$ cat src/rtl/console_uart_tx.sv
`timescale 1ns/1ps
`default_nettype none
// ============================================================================
//  Module   : console_uart_tx
//  Purpose  : Sink for the core's memory-mapped console write port. Each
//             console_we strobe queues console_wdata[7:0] in a small FIFO,
//             and an 8N1 UART transmitter drains the FIFO onto tx.
//  Ports    : clk           - system clock, rising-edge
//             reset         - asynchronous active-low reset
//             console_we    - one-cycle write strobe from the core
//             console_wdata - write data, only [7:0] is transmitted
//             tx            - UART serial line, idles high (registered)
//             busy          - frame in flight or FIFO non-empty
//             overflow      - sticky: a write was dropped on a full FIFO
//             level         - current FIFO occupancy
//  Revision : 1.0 - initial release
// ============================================================================
module console_uart_tx #(
    parameter int XLEN         = 32,
    parameter int CLKS_PER_BIT = 868,
    parameter int FIFO_DEPTH   = 16
) (
    input  logic                          clk,
    input  logic                          reset,
    input  logic                          console_we,
    input  logic [XLEN-1:0]               console_wdata,
    output logic                          tx,
    output logic                          busy,
    output logic                          overflow,
    output logic [$clog2(FIFO_DEPTH):0]   level
);

    localparam int c_ptr_w = $clog2(FIFO_DEPTH);
    localparam int c_lvl_w = c_ptr_w + 1;
    localparam int c_cnt_w = $clog2(CLKS_PER_BIT);
    localparam logic [c_cnt_w-1:0] c_cnt_last = c_cnt_w'(CLKS_PER_BIT - 1);
    localparam logic [c_lvl_w-1:0] c_full     = c_lvl_w'(FIFO_DEPTH);

    typedef enum logic [1:0] {
        S_IDLE  = 2'd0,
        S_START = 2'd1,
        S_DATA  = 2'd2,
        S_STOP  = 2'd3
    } state_t;

    state_t               r_state;
    logic [c_cnt_w-1:0]   r_cnt;
    logic [2:0]           r_bit;
    logic [7:0]           r_shift;
    logic                 r_tx;
    logic                 r_overflow;
    logic [c_lvl_w-1:0]   r_level;
    logic [c_ptr_w-1:0]   r_wr_ptr;
    logic [c_ptr_w-1:0]   r_rd_ptr;
    logic [7:0]           r_mem [FIFO_DEPTH];

    logic                 w_last;
    logic                 w_pop;
    logic                 w_push;
    logic [7:0]           w_head;
    logic                 w_unused_wdata;

    // Upper write-data bits are deliberately ignored.
    assign w_unused_wdata = ^{1'b0, console_wdata};

    assign w_last = (r_cnt == c_cnt_last);
    assign w_head = r_mem[r_rd_ptr];

    // A pop only ever happens when the transmitter is ready to start a
    // frame: from IDLE, or at the final stop-bit cycle for back-to-back
    // frames with no idle gap.
    assign w_pop  = (r_level != '0) &&
                    ((r_state == S_IDLE) || ((r_state == S_STOP) && w_last));

    // A full FIFO still accepts a write when a pop frees a slot at the same
    // edge. The head is read before the write lands, so the popped byte is
    // the old one even when both pointers coincide.
    assign w_push = console_we && ((r_level != c_full) || w_pop);

    // FIFO storage: no reset needed, validity is tracked by the level.
    always_ff @(posedge clk) begin
        if (w_push) begin
            r_mem[r_wr_ptr] <= console_wdata[7:0];
        end
    end

    // FIFO pointers, occupancy and sticky overflow.
    always_ff @(posedge clk or negedge reset) begin
        if (!reset) begin
            r_wr_ptr   <= '0;
            r_rd_ptr   <= '0;
            r_level    <= '0;
            r_overflow <= 1'b0;
        end else begin
            if (w_push) begin
                r_wr_ptr <= r_wr_ptr + 1'b1;
            end
            if (w_pop) begin
                r_rd_ptr <= r_rd_ptr + 1'b1;
            end
            case ({w_push, w_pop})
                2'b10:   r_level <= r_level + 1'b1;
                2'b01:   r_level <= r_level - 1'b1;
                default: r_level <= r_level;
            endcase
            if (console_we && !w_push) begin
                r_overflow <= 1'b1;
            end
        end
    end

    // Transmit FSM. tx is registered and only changes at bit boundaries.
    always_ff @(posedge clk or negedge reset) begin
        if (!reset) begin
            r_state <= S_IDLE;
            r_cnt   <= '0;
            r_bit   <= '0;
            r_shift <= '0;
            r_tx    <= 1'b1;
        end else begin
            case (r_state)
                S_IDLE: begin
                    r_cnt <= '0;
                    if (w_pop) begin
                        r_shift <= w_head;
                        r_tx    <= 1'b0;
                        r_state <= S_START;
                    end
                end
                S_START: begin
                    if (w_last) begin
                        r_cnt   <= '0;
                        r_bit   <= '0;
                        r_tx    <= r_shift[0];
                        r_state <= S_DATA;
                    end else begin
                        r_cnt <= r_cnt + 1'b1;
                    end
                end
                S_DATA: begin
                    if (w_last) begin
                        r_cnt   <= '0;
                        r_shift <= {1'b0, r_shift[7:1]};
                        if (r_bit == 3'd7) begin
                            r_tx    <= 1'b1;
                            r_state <= S_STOP;
                        end else begin
                            // Next bit is the one about to shift into [0].
                            r_bit <= r_bit + 1'b1;
                            r_tx  <= r_shift[1];
                        end
                    end else begin
                        r_cnt <= r_cnt + 1'b1;
                    end
                end
                S_STOP: begin
                    if (w_last) begin
                        r_cnt <= '0;
                        if (w_pop) begin
                            r_shift <= w_head;
                            r_tx    <= 1'b0;
                            r_state <= S_START;
                        end else begin
                            r_state <= S_IDLE;
                        end
                    end else begin
                        r_cnt <= r_cnt + 1'b1;
                    end
                end
                default: begin
                    r_cnt   <= '0;
                    r_tx    <= 1'b1;
                    r_state <= S_IDLE;
                end
            endcase
        end
    end

    assign tx       = r_tx;
    assign overflow = r_overflow;
    assign level    = r_level;
    // Derived only from registers, so there is no path from console_we.
    assign busy     = (r_state != S_IDLE) || (r_level != '0);

endmodule
`default_nettype wire

$ cat config.mk
export PLATFORM = sky130hd
export DESIGN_NAME = console_uart_tx
export DESIGN_NICKNAME = d
export VERILOG_FILES = /design/src/rtl/console_uart_tx.sv
export SDC_FILE = /design/constraint.sdc
export NUM_CORES = 1
export LEC_CHECK = 0
export ABC_AREA = 1
export CAP_MARGIN = 15
export CORE_ASPECT_RATIO = 1.5
export CORE_MARGIN = 4
export CORE_UTILIZATION = 54
export DETAILED_ROUTE_END_ITERATION = 8
export PLACE_DENSITY = 0.76
export SLEW_MARGIN = 20
export SYNTH_ARGS = -nofsm -noshare
export SYNTH_HDL_FRONTEND = slang
export SYNTH_SLANG_ARGS = --single-unit
$ cat constraint.sdc
create_clock -name clk -period 2.4 [get_ports clk]
set_input_delay 0.48 -clock clk [delete_from_list [all_inputs] [get_ports clk]]
set_output_delay 0.48 -clock clk [all_outputs]
set_load 0.005 [all_outputs]
==> summary.md, run 1 <==
| Metric | Value |
|---|---|
| Io pins | `43` |
| Post-Synth Simple-Gate Area | `18.39%` |
| Core Rows | `a little over 50` |
| Outcome | `finished, final reports clean` |
| Crit. End Element | `register` |
| Synth Area in Adders | `under 10%` |
| GRT Total Usage | `21.69%` |
| Max-Cap Viols | `0` |
| Register area share after synthesis | `between 60% and 70%` |
| GRT overflow | `0` |
| Syn nets | `roughly 730` |
| Fin. Hold Viols | `0` |
| Leakage | `3.225 nW` |
| Yosys reg bits | `166` |
| Req. time, crit path | `2.72 ns` |
| Area of the core | `around 0.013 mm^2` |
| Die X | `a little over 100 um` |
| Fin cells | `892` |
| Final setup fails | `0` |
| CTS Buf Count | `17` |
| Synth async-reset ratio | `about 23%` |
| Nets | `around 770` |
| Cell count after synthesis | `about 680` |
| RR Startpoint | `r_cnt[0]$_DFF_PN0_` |
| Crit. Startpoint | `r_cnt[0]$_DFF_PN0_` |
| RSZ-0062 raised after global routing | `true` |
| Biggest area consumer among synthesized cells | `edfxtp_1` |
| Compound-Gate Fraction of Synth Area | `roughly 8%` |
| Setup Skew | `between 0.006 and 0.007 ns` |
| Final RePlAce weighted congestion | `slightly above 0.8` |
| Residual DRC count | `0` |
| Worst setup margin | `between 0.1 and 0.15 ns` |
| Largest family of logic cells by synthesized area | `simple AND/OR/NAND/NOR gates` |
| Post-Place Cells | `855` |
| Synth Area in XOR/XNOR | `1.083%` |
| CTS max path bufs | `2` |
| Cell area after placement | `between 0.007 and 0.008 mm^2` |
| Slew Viols, Final | `0` |
| Mux cell area share after synthesis | `0%` |
| Clock sink count | `around 170` |
| Commonest cells post-synth | `135 x nor2_1, 128 x edfxtp_1, 122 x nand2_1, 56 x o21ai_0, 42 x nand3_1` |
| Die Y | `about 150 um` |
| Antenna Violating Nets Remaining | `0` |
| Area growth, synth to finish | `16.26%` |
| Worst skew pair latency | `around 0.42 ns` |
| Synthesis Warnings | `0` |
| Crit path arrival time | `2.62 ns` |
| CTS tree | `built` |
| Vias in the first global route | `5,222` |
| Synth top area cells | `edfxtp_1 53%, dfrtp_1 13%, nor2_1 7.0%` |
| Top cell type's share of synthesized area | `52.81%` |
| Synth Cell Area | `around 0.0073 mm^2` |
| # hold bufs at CTS | `0` |
| First-pass GRT wire length | `25,340 um` |
| HP Class | `input port to asynchronous set/reset pin` |
| DRT iter0 DRCs | `approximately 430` |
| Initial Util | `55.64%` |
| Min Tclk post-route | `about 2.3 ns` |
| WL/cell | `between 15 and 20 um` |
| Most numerous cell in the Yosys netlist | `nor2_1` |
| H-tree Lvls | `4` |
| Post-synth EDFFs | `approximately 130` |
| Place WS | `about 0.0037 ns` |
| Synthesized area per cell | `approximately 11 um^2` |
| Hpwl dp | `approximately 10,000 um` |
| Via count | `about 5,100` |
| Crit share post-route | `a little over nine tenths` |
| Power Total | `~7.2 mW` |
| 1st-pass router iterations | `5` |
| Setup CP Type | `register to register` |
| Via density | `roughly 5.7` |
| Register area | `0.004798 mm^2` |
| Full die area | `0.01544 mm^2` |
| Total Wirelength | `15,570 um` |
| Top_reg_cell synth | `edfxtp_1` |
| Clock transition at path regs | `about 0.070 ns` |
| Yosys cell types | `41` |
| Multi-input logic area | `0.002256 mm^2` |
| Largest net degree at the start of global routing | `66` |
| Share of cells above drive strength 1 | `a little over an eighth` |
| Port Buffers | `18` |
| Worst-path maximum fanout | `5` |
| Root buffer cell | `clkbuf_16` |
| Max VDD drop | `about 0.00061 V` |
| Cell Pwr Density | `~850 mW/mm^2` |
| Rel. slew slack | `53.44%` |
| Startpoint Class | `register` |
| FMAX | `~440 MHz` |
| Cell area after layout | `0.008462 mm^2` |
| FILL cells | `just under 1,000` |
| ANT cells | `0` |
| Worst slew pin tran | `slightly below 0.7 ns` |
| Antenna violations before repair | `0` |
==> area by class of cell <==
cell class	count	share of cell area, %
Clock inverter	15	2.100
Tap cell	159	2.351
Multi-Input combinational cell	445	26.66
Inverter	38	1.745
Sequential cell	166	56.71
Timing Repair Buffer	52	5.412
Clock buffer	17	5.027
==> flip-flops by register name, indices dropped and copies added (netlist names) <==
register	count
r_mem	128
r_cnt	10
r_shift	8
level	5
r_rd_ptr	4
r_wr_ptr	4
r_bit	3
r_state	2
overflow	1
tx	1
==> worst max-delay path, cell delays in order (launching register included) <==
cell	delay [ns]
dfrtp_1	0.42
ha_4	0.17
nand2_1	0.06
nor2_2	0.09
nand3_2	0.10
nand2_4	0.09
nand3_4	0.10
nor2_4	0.15
ha_1	0.28
inv_2	0.08
o21bai_1	0.07
a31oi_1	0.23
o21ai_1	0.14
nand2_1	0.09
nand2_1	0.04
nand2_1	0.05
inv_1	0.03
==> what timing repair did <==
| item | 4_1_cts | 5_1_grt |
|---|---|---|
| endpoints found under the setup margin | 2 | 115 |
| buffers inserted | 2 | 3 |
| pin swaps | 1 | 3 |
| resized for setup | 2 | 13 |
==> metal layers <==
layer / track usage [%] / part of all wire, % / wire length, um
met1: 24.04 / 38 / 5869
met2: 38.52 / 54 / 8392
met3: 4.775 / 4.7 / 732
met4: 10.82 / 3.7 / 577
met5: 0 / 0 / 0
==> final timing paths <==
check                                  endpoint  slack [ns]  cells past startpoint
setup / recovery           level[4]$_DFFE_PN0P_        0.10                     16
min in group clk                 tx$_DFFE_PN1P_        0.47                      2
hold reg to reg                  tx$_DFFE_PN1P_        0.47                      2
setup reg to reg           level[4]$_DFFE_PN0P_        0.10                     16
hold / removal             level[3]$_DFFE_PN0P_        0.02                      1
max in group asynchronous        tx$_DFFE_PN1P_        1.78                      2
==> kinds of logic after synthesis <==
family,count (synthesis)
buf+inv,66
xor+xnor,9
fa+ha+maj,16
compound gates,102
flops,166
simple gates,318
==> report_power, final <==
part           internal [mW]  switching (mW)  total [mW]
clock network           1.64            1.12        2.76
logic                  0.344           0.538       0.881
registers               3.39           0.143        3.53
==> per-stage QoR <==
step | hold WS, ns | setup TNS (ns) | util, %
2_1_floorplan | 0.1844 | 0 | -
3_3_place_gp | 0.4421 | 0 | 59.42
3_5_place_dp | 0.4614 | 0 | 59.42
4_1_cts | 0.02081 | 0 | 64.22
5_1_grt | 0.05074 | -0.04245 | 64.69
6_report | 0.02006 | 0 | 64.69
==> cells in the final DEF (no fill, tap or decap), types with 3 or more instances in the layout <==
master,synthesis,final
nand2_1,122,121
o21ai_1,13,13
nand2_4,3,3
inv_2,5,8
dfrtp_1,37,35
clkinv_4,1,3
nor3b_1,3,3
clkinvlp_4,0,3
edfxtp_1,128,128
nand3_1,42,41
nand3_2,3,3
inv_1,31,28
clkdlybuf4s50_1,0,16
bufinv_16,0,3
ha_1,15,14
xor2_1,7,7
o211ai_1,18,18
o21ai_0,56,56
clkinv_2,0,3
nor2_4,1,3
a21oi_1,5,5
buf_4,0,32
nor2_1,135,133
clkbuf_16,0,17
No activity file was read; power rests on OpenSTA's default activity.
==> run 2: changes to the inputs <==
--- a/config.mk
+++ b/config.mk
@@ -11,8 +11,9 @@
 export CORE_MARGIN = 4
 export CORE_UTILIZATION = 54
 export DETAILED_ROUTE_END_ITERATION = 8
-export PLACE_DENSITY = 0.76
+export PLACE_DENSITY_LB_ADDON = 0.12
 export SLEW_MARGIN = 20
 export SYNTH_ARGS = -nofsm -noshare
 export SYNTH_HDL_FRONTEND = slang
 export SYNTH_SLANG_ARGS = --single-unit
+export TNS_END_PERCENT = 30
==> summary.md, run 2 (synthesis results as in run 1) <==
| Metric | Value |
|---|---|
| Outcome | `finished, final reports clean (unchanged)` |
| CTS max path bufs | `2 (unchanged)` |
| Port Buffers | `18 (unchanged)` |
| Most frequent cells in the layout | `134 x nor2_1, 128 x edfxtp_1, 121 x nand2_1 (was 133 x nor2_1, 128 x edfxtp_1, 121 x nand2_1)` |
| Nets | `769 (was 771)` |
| # hold bufs at CTS | `0 (unchanged)` |
| Crit path largest cell delay | `0.40 ns (was 0.42 ns)` |
| CTS tree | `built (unchanged)` |
| Die X | `102.8 um (unchanged)` |
| Crit path arrival time | `2.54 ns (was 2.62 ns)` |
| GRT overflow | `0 (unchanged)` |
| Clock transition at path regs | `0.07 ns (about the same)` |
| Worst slew pin tran | `0.6528 ns (was 0.6962 ns)` |
| Root buffer cell | `clkbuf_16 (unchanged)` |
| FMAX | `450.5 MHz (was 435.7 MHz)` |
| Io pins | `43 (unchanged)` |
| Area growth, synth to finish | `15.21% (was 16.26%)` |
| HP Class | `input port to asynchronous set/reset pin (unchanged)` |
| Setup TNS | `0 ns (unchanged)` |
| Commonest non-fill, non-tap cell in the layout | `nor2_1 (unchanged)` |
| Worst-path cell chain | `ha_4 > nand2_1 > nor2_2 > nand3_2 > nand2_4 > nand3_4 > nor2_4 > ha_1 > inv_2 > o21bai_1 > a31oi_1 > o21ai_1 > nand2_1 > nand2_1 > nand2_1 > inv_1 (unchanged)` |
| Cell area after layout | `0.008386 mm^2 (was 0.008462 mm^2)` |
| Max VDD drop | `0.0004765 V (was 0.0006071 V)` |
| Min Tclk post-route | `2.220 ns (was 2.295 ns)` |
| Clock sink count | `166 (unchanged)` |
| Crit. End Element | `register (unchanged)` |
| H-tree Lvls | `4 (unchanged)` |
| RR Startpoint | `r_cnt[0]$_DFF_PN0_ (unchanged)` |
| Antenna Violating Nets Remaining | `0 (unchanged)` |
| Setup Skew | `0.007665 ns (was 0.006708 ns)` |
| Via count | `4,904 (was 5,105)` |
| Die Y | `150.2 um (unchanged)` |
| Crit. Startpoint | `r_cnt[0]$_DFF_PN0_ (unchanged)` |
| Final RePlAce weighted congestion | `0.7989 (was 0.8243)` |
| Share of cells above drive strength 1 | `13.00% (was 13.23%)` |
| WL/cell | `16.88 um (was 17.46 um)` |
| Delay-heaviest family, CP | `simple AND/OR/NAND/NOR gates (unchanged)` |
| Core Rows | `51 (unchanged)` |
| 1st-pass router iterations | `5 (unchanged)` |
| Full die area | `0.01544 mm^2 (unchanged)` |
| Initial Util | `55.64% (unchanged)` |
| Top cell by count, worst path | `nand2_1 (unchanged)` |
| Startpoint Class | `register (unchanged)` |
| Largest regs | `r_mem (128), r_cnt (10), r_shift (8) (unchanged)` |
| Max-Cap Viols | `0 (unchanged)` |
| CTS Buf Count | `17 (unchanged)` |
| Cell area after placement | `0.007755 mm^2 (was 0.007772 mm^2)` |
| Req. time, crit path | `2.72 ns (about the same)` |
| Hpwl dp | `10,040 um (was 10,240 um)` |
| Cell Pwr Density | `833.9 mW/mm^2 (was 847.3 mW/mm^2)` |
| Slowest CP cell | `dfrtp_1 (unchanged)` |
| Final setup fails | `0 (unchanged)` |
| Largest net degree at the start of global routing | `45 (was 66)` |
| Rel. slew slack | `56.34% (was 53.44%)` |
| Worst-path maximum fanout | `4 (was 5)` |
| Area of the core | `0.01308 mm^2 (unchanged)` |
| Worst skew pair latency | `0.42 ns (about the same)` |
| Fin. Hold Viols | `0 (unchanged)` |
| Top reg by flops | `r_mem (unchanged)` |
| Setup CP Type | `register to register (unchanged)` |
| Residual DRC count | `0 (unchanged)` |
| ANT cells | `0 (unchanged)` |
| Reg2Reg Setup Slack | `0.18 ns (was 0.10 ns)` |
| DRT iter0 DRCs | `258 (was 426)` |
| Leakage | `3.190 nW (was 3.225 nW)` |
| Antenna violations before repair | `0 (unchanged)` |
| First-pass GRT wire length | `25,040 um (was 25,340 um)` |
| Crit share post-route | `92.49% (was 95.63%)` |
| Slew Viols, Final | `0 (unchanged)` |
| GRT Total Usage | `21.36% (was 21.69%)` |
| Total Wirelength | `15,020 um (was 15,570 um)` |
| Vias in the first global route | `4,991 (was 5,222)` |
| Via density | `5.510 (was 5.723)` |
| Max reg flops | `128 (unchanged)` |
| CP Buf/Inv Count | `2 (unchanged)` |
-- run 2: stage by stage --
stage	total power, mW	setup WS, ns	utilization, %	hold slack, ns	cells
after global routing	7.318	-0.001158	64.10	0.1003	890
after floorplan	4.022	0.1659	-	0.1844	677
after detailed placement	4.409	0.003439	59.28	0.4557	856
after CTS	7.033	-0.005489	63.73	0.06474	888
final	6.993	0.1802	64.10	0.06172	890
after global placement	4.365	0.08415	59.28	0.4444	856
-- run 2: what timing repair did --
item                       4_1_cts  5_1_grt
setup endpoints to repair        2       82
pin swaps                        0        2
resized for setup                1       12
setup buffers                    0        2
-- run 2: layout make-up --
cell class | instances | area [um^2]
clock buffer | 17 | 425.4
clock inverter | 15 | 153.9
fill | 1010 | 4696
inverter | 38 | 147.6
multi-input combinational | 445 | 2243
sequential | 166 | 4798
tap | 159 | 198.9
timing repair buffer | 50 | 417.9
-- run 2: final timing paths --
check	endpoint	cells past startpoint
min in group clk	tx$_DFFE_PN1P_	2
max in group asynchronous	tx$_DFFE_PN1P_	2
setup / recovery	level[4]$_DFFE_PN0P_	16
hold / removal	level[0]$_DFFE_PN0P_	1
hold reg to reg	tx$_DFFE_PN1P_	2
setup reg to reg	level[4]$_DFFE_PN0P_	16
-- run 2: where the power goes --
group          total [mW]  internal (mW)  switching (mW)
logic               0.853          0.334           0.519
registers            3.51           3.38           0.125
clock network        2.63           1.39            1.24
-- run 2: per-layer routing --
layer | part of all wire [%] | vias up | track usage (%)
li1 | - | 2399 | -
met1 | 39 | 2371 | 25.66
met2 | 55 | 113 | 37.71
met3 | 4.1 | 21 | 4.265
met4 | 1.7 | 0 | 7.583
met5 | 0 | - | 0
==> run 3: changes to the inputs <==
--- a/config.mk
+++ b/config.mk
@@ -5,11 +5,10 @@
 export SDC_FILE = /design/constraint.sdc
 export NUM_CORES = 1
 export LEC_CHECK = 0
-export ABC_AREA = 1
 export CAP_MARGIN = 15
 export CORE_ASPECT_RATIO = 1.5
 export CORE_MARGIN = 4
-export CORE_UTILIZATION = 54
+export CORE_UTILIZATION = 53
 export DETAILED_ROUTE_END_ITERATION = 8
 export PLACE_DENSITY_LB_ADDON = 0.12
 export SLEW_MARGIN = 20
==> summary.md, run 3 <==
| Metric | Value |
|---|---|
| Clock sink count | `166 (unchanged)` |
| Synth top area cells | `edfxtp_1 55%, dfrtp_1 13%, mux4_2 10% (was edfxtp_1 53%, dfrtp_1 13%, nor2_1 7.0%)` |
| Compound-Gate Fraction of Synth Area | `6.601% (was 8.045%)` |
| Mux cell area share after synthesis | `11.76% (was 0%)` |
| Final RePlAce weighted congestion | `0.8355 (was 0.7989)` |
| Worst path depth | `12 (was 16)` |
| Largest regs | `r_mem (128), r_cnt (10), r_shift (8) (unchanged)` |
| Syn nets | `466 (was 728)` |
| GRT overflow | `0 (unchanged)` |
| Full die area | `0.01517 mm^2 (was 0.01544 mm^2)` |
| Sequential power share | `38.2% (was 50.2%)` |
| Synth Area in Adders | `2.962% (was 2.854%)` |
| Antenna violations before repair | `0 (unchanged)` |
| Top_reg_cell synth | `edfxtp_1 (unchanged)` |
| Synth Cell Area | `0.007013 mm^2 (was 0.007278 mm^2)` |
| GRT Total Usage | `19.72% (was 21.36%)` |
| Share of cells above drive strength 1 | `33.40% (was 13.00%)` |
| Register area | `0.004797 mm^2 (was 0.004798 mm^2)` |
| Commonest non-fill, non-tap cell in the layout | `edfxtp_1 (was nor2_1)` |
| HP Class | `input port to asynchronous set/reset pin (unchanged)` |
| Via density | `5.858 (was 5.510)` |
| Crit path largest cell delay | `0.39 ns (was 0.40 ns)` |
| Nets | `541 (was 769)` |
| Largest net degree at the start of global routing | `36 (was 45)` |
| Setup TNS | `-26.25 ns (was 0 ns)` |
| Setup CP Type | `register to register (unchanged)` |
| Post-Synth Simple-Gate Area | `6.298% (was 18.39%)` |
| Most numerous cell in the Yosys netlist | `edfxtp_1 (was nor2_1)` |
| Slew Viols, Final | `0 (unchanged)` |
| Gate power share | `36.2% (was 12.2%)` |
| Worst-path maximum fanout | `2 (was 4)` |
| H-tree Lvls | `4 (unchanged)` |
| Clk pwr share | `25.6% (was 37.6%)` |
| Core Rows | `51 (unchanged)` |
| Yosys cell types | `57 (was 41)` |
| FILL cells | `891 (was 1,010)` |
| Setup Skew | `0.01584 ns (was 0.007665 ns)` |
| ANT cells | `0 (unchanged)` |
| Clock transition at path regs | `0.07 ns (about the same)` |
| Residual DRC count | `0 (unchanged)` |
| Total Wirelength | `13,500 um (was 15,020 um)` |
| 1st-pass router iterations | `5 (unchanged)` |
| DRT iter0 DRCs | `214 (was 258)` |
| First-pass GRT wire length | `22,090 um (was 25,040 um)` |
| Die X | `101.9 um (was 102.8 um)` |
| Worst skew pair latency | `0.43 ns (was 0.42 ns)` |
| Largest family of logic cells by synthesized area | `multiplexers (was simple AND/OR/NAND/NOR gates)` |
| Top reg by flops | `r_mem (unchanged)` |
| Failing checks | `negative setup slack` |
| Hpwl dp | `9233 um (was 10,040 um)` |
| Die Y | `148.9 um (was 150.2 um)` |
| Register area share after synthesis | `68.39% (was 65.89%)` |
| Yosys reg bits | `166 (unchanged)` |
| Max VDD drop | `0.0006370 V (was 0.0004765 V)` |
| CTS max path bufs | `2 (unchanged)` |
| # hold bufs at CTS | `0 (unchanged)` |
| Top cell by count, worst path | `ha_4 (was nand2_1)` |
| RSZ-0062 raised after global routing | `true` |
| Sw power | `3.313 mW (was 1.882 mW)` |
| Crit. End Element | `register (unchanged)` |
| Synthesized area per cell | `16.90 um^2 (was 10.75 um^2)` |
| Biggest area consumer among synthesized cells | `edfxtp_1 (unchanged)` |
| Multi-input logic area | `0.002268 mm^2 (was 0.002243 mm^2)` |
| FMAX | `350.4 MHz (was 450.5 MHz)` |
| Via count | `3,878 (was 4,904)` |
| Port Buffers | `18 (unchanged)` |
| Initial Util | `54.14% (was 55.64%)` |
| Commonest cells post-synth | `128 x edfxtp_1, 37 x dfrtp_1, 32 x mux4_2, 24 x a21oi_1, 20 x nor2_1 (was 135 x nor2_1, 128 x edfxtp_1, 122 x nand2_1, 56 x o21ai_0, 42 x nand3_1)` |
| Root buffer cell | `clkbuf_16 (unchanged)` |
| Slowest CP cell | `dfrtp_1 (unchanged)` |
| Vias in the first global route | `4,154 (was 4,991)` |
| Rel. slew slack | `52.42% (was 56.34%)` |
| Max-Cap Viols | `0 (unchanged)` |
| Crit path arrival time | `3.19 ns (was 2.54 ns)` |
| Io pins | `43 (unchanged)` |
| Req. time, crit path | `2.74 ns (was 2.72 ns)` |
| Worst-path cell chain | `ha_4 > or3b_4 > o41a_1 > nor2_4 > nand2_2 > inv_2 > ha_4 > nor2b_1 > o21a_1 > or3_4 > o31a_1 > o221ai_2 (was ha_4 > nand2_1 > nor2_2 > nand3_2 > nand2_4 > nand3_4 > nor2_4 > ha_1 > inv_2 > o21bai_1 > a31oi_1 > o21ai_1 > nand2_1 > nand2_1 > nand2_1 > inv_1)` |
| Delay-heaviest family, CP | `simple AND/OR/NAND/NOR gates (unchanged)` |
| CTS tree | `built (unchanged)` |
| Area growth, synth to finish | `23.39% (was 15.21%)` |
| Hold WS | `0.05999 ns (was 0.06172 ns)` |
| Outcome | `finished with violations (was finished, final reports clean)` |
| Max reg flops | `128 (unchanged)` |
| Final setup fails | `133 (was 0)` |
| Post-synth EDFFs | `128 (unchanged)` |
| Startpoint Class | `register (unchanged)` |
| Min Tclk post-route | `2.854 ns (was 2.220 ns)` |
| Cell count after synthesis | `415 (was 677)` |
| Synth Area in XOR/XNOR | `2.123% (was 1.083%)` |
| Fin. Hold Viols | `0 (unchanged)` |
| Worst slew pin tran | `0.7137 ns (was 0.6528 ns)` |
| Synthesis Warnings | `0 (unchanged)` |
| CTS Buf Count | `17 (unchanged)` |
| Synth async-reset ratio | `22.89% (unchanged)` |
| Crit share post-route | `118.9% (was 92.49%)` |
| Antenna Violating Nets Remaining | `0 (unchanged)` |
| WL/cell | `20.39 um (was 16.88 um)` |
| Utilization after layout | `66.80% (was 64.10%)` |
| Most frequent cells in the layout | `128 x edfxtp_1, 42 x buf_4, 36 x dfrtp_1 (was 134 x nor2_1, 128 x edfxtp_1, 121 x nand2_1)` |
| Top cell type's share of synthesized area | `54.81% (was 52.81%)` |
| Worst setup margin | `-0.4541 ns (was 0.1802 ns)` |
| Cell Pwr Density | `1177 mW/mm^2 (was 833.9 mW/mm^2)` |
| CP Buf/Inv Count | `1 (was 2)` |
| R2R depth | `12 (was 16)` |
| Leakage | `3.147 nW (was 3.190 nW)` |
| Net Sw Frac | `32.53% (was 26.91%)` |
| Area of the core | `0.01295 mm^2 (was 0.01308 mm^2)` |
| Internal | `6.872 mW (was 5.111 mW)` |
run 3: logic make-up (layout without fill, tap and decap cells):
logic type / Yosys count / in the layout
mux: 41 / 41
buf+inv: 31 / 119
compound gates: 66 / 66
flops: 166 / 166
simple gates: 78 / 78
xor+xnor: 17 / 17
fa+ha+maj: 16 / 16
run 3: repair_timing:
item | CTS | global route
resized for setup | 25 | 3
gates cloned | 0 | 0
setup endpoints to repair | 136 | 144
pin swaps | 8 | 6
buffers inserted | 2 | 1
run 3: area by class of cell:
cell class	count	area share, %
Timing Repair Buffer	75	8.936
Multi-Input combinational cell	218	26.21
Sequential cell	166	55.44
Tap cell	159	2.299
Inverter	12	0.5205
Clock buffer	17	4.916
Clock inverter	15	1.677
run 3: worst paths after layout:
kind                                           start                   end  slack, ns
worst min-delay path                           reset  level[3]$_DFFE_PN0P_       0.06
worst max register to register    r_cnt[0]$_DFF_PN0_  level[4]$_DFFE_PN0P_      -0.45
worst min register to register  overflow$_DFFE_PN0P_  overflow$_DFFE_PN0P_       0.47
worst max-delay path              r_cnt[0]$_DFF_PN0_  level[4]$_DFFE_PN0P_      -0.45
max in group asynchronous                      reset        tx$_DFFE_PN1P_       1.63
min in group clk                overflow$_DFFE_PN0P_  overflow$_DFFE_PN0P_       0.47
run 3: layer usage:
metal | part of all wire, % | vias up | wire length (um) | global-route usage [%]
met3 | 2.8 | 18 | 378 | 4.492
met2 | 58 | 65 | 7788 | 36.17
met5 | 0 | - | 0 | 0
met1 | 38 | 2007 | 5131 | 22.53
li1 | - | 1788 | - | -
met4 | 1.5 | 0 | 198 | 6.172
run 3: power by group through the flow:
stage | Sequential, mW | Combinational [mW] | Clock (mW)
floorplan | 3.84 | 2.38 | 0
global placement | 3.89 | 3.58 | 0
detailed placement | 3.92 | 3.67 | 0
CTS | 3.90 | 3.75 | 2.67
global route | 3.94 | 4.06 | 2.79
finish | 3.90 | 3.68 | 2.61
run 3: through the flow:
| stage | total power, mW | area [um^2] | worst slack [ns] | std cells |
|---|---|---|---|---|
| 6_report | 10.18 | 8653 | -0.4541 | 662 |
| 4_1_cts | 10.31 | 8648 | -0.4650 | 663 |
| 3_3_place_gp | 7.474 | 8061 | -0.5030 | 634 |
| 3_5_place_dp | 7.592 | 8061 | -0.5612 | 634 |
| 2_1_floorplan | 6.225 | 7089 | -0.7349 | 415 |
| 5_1_grt | 10.79 | 8653 | -0.5850 | 662 |
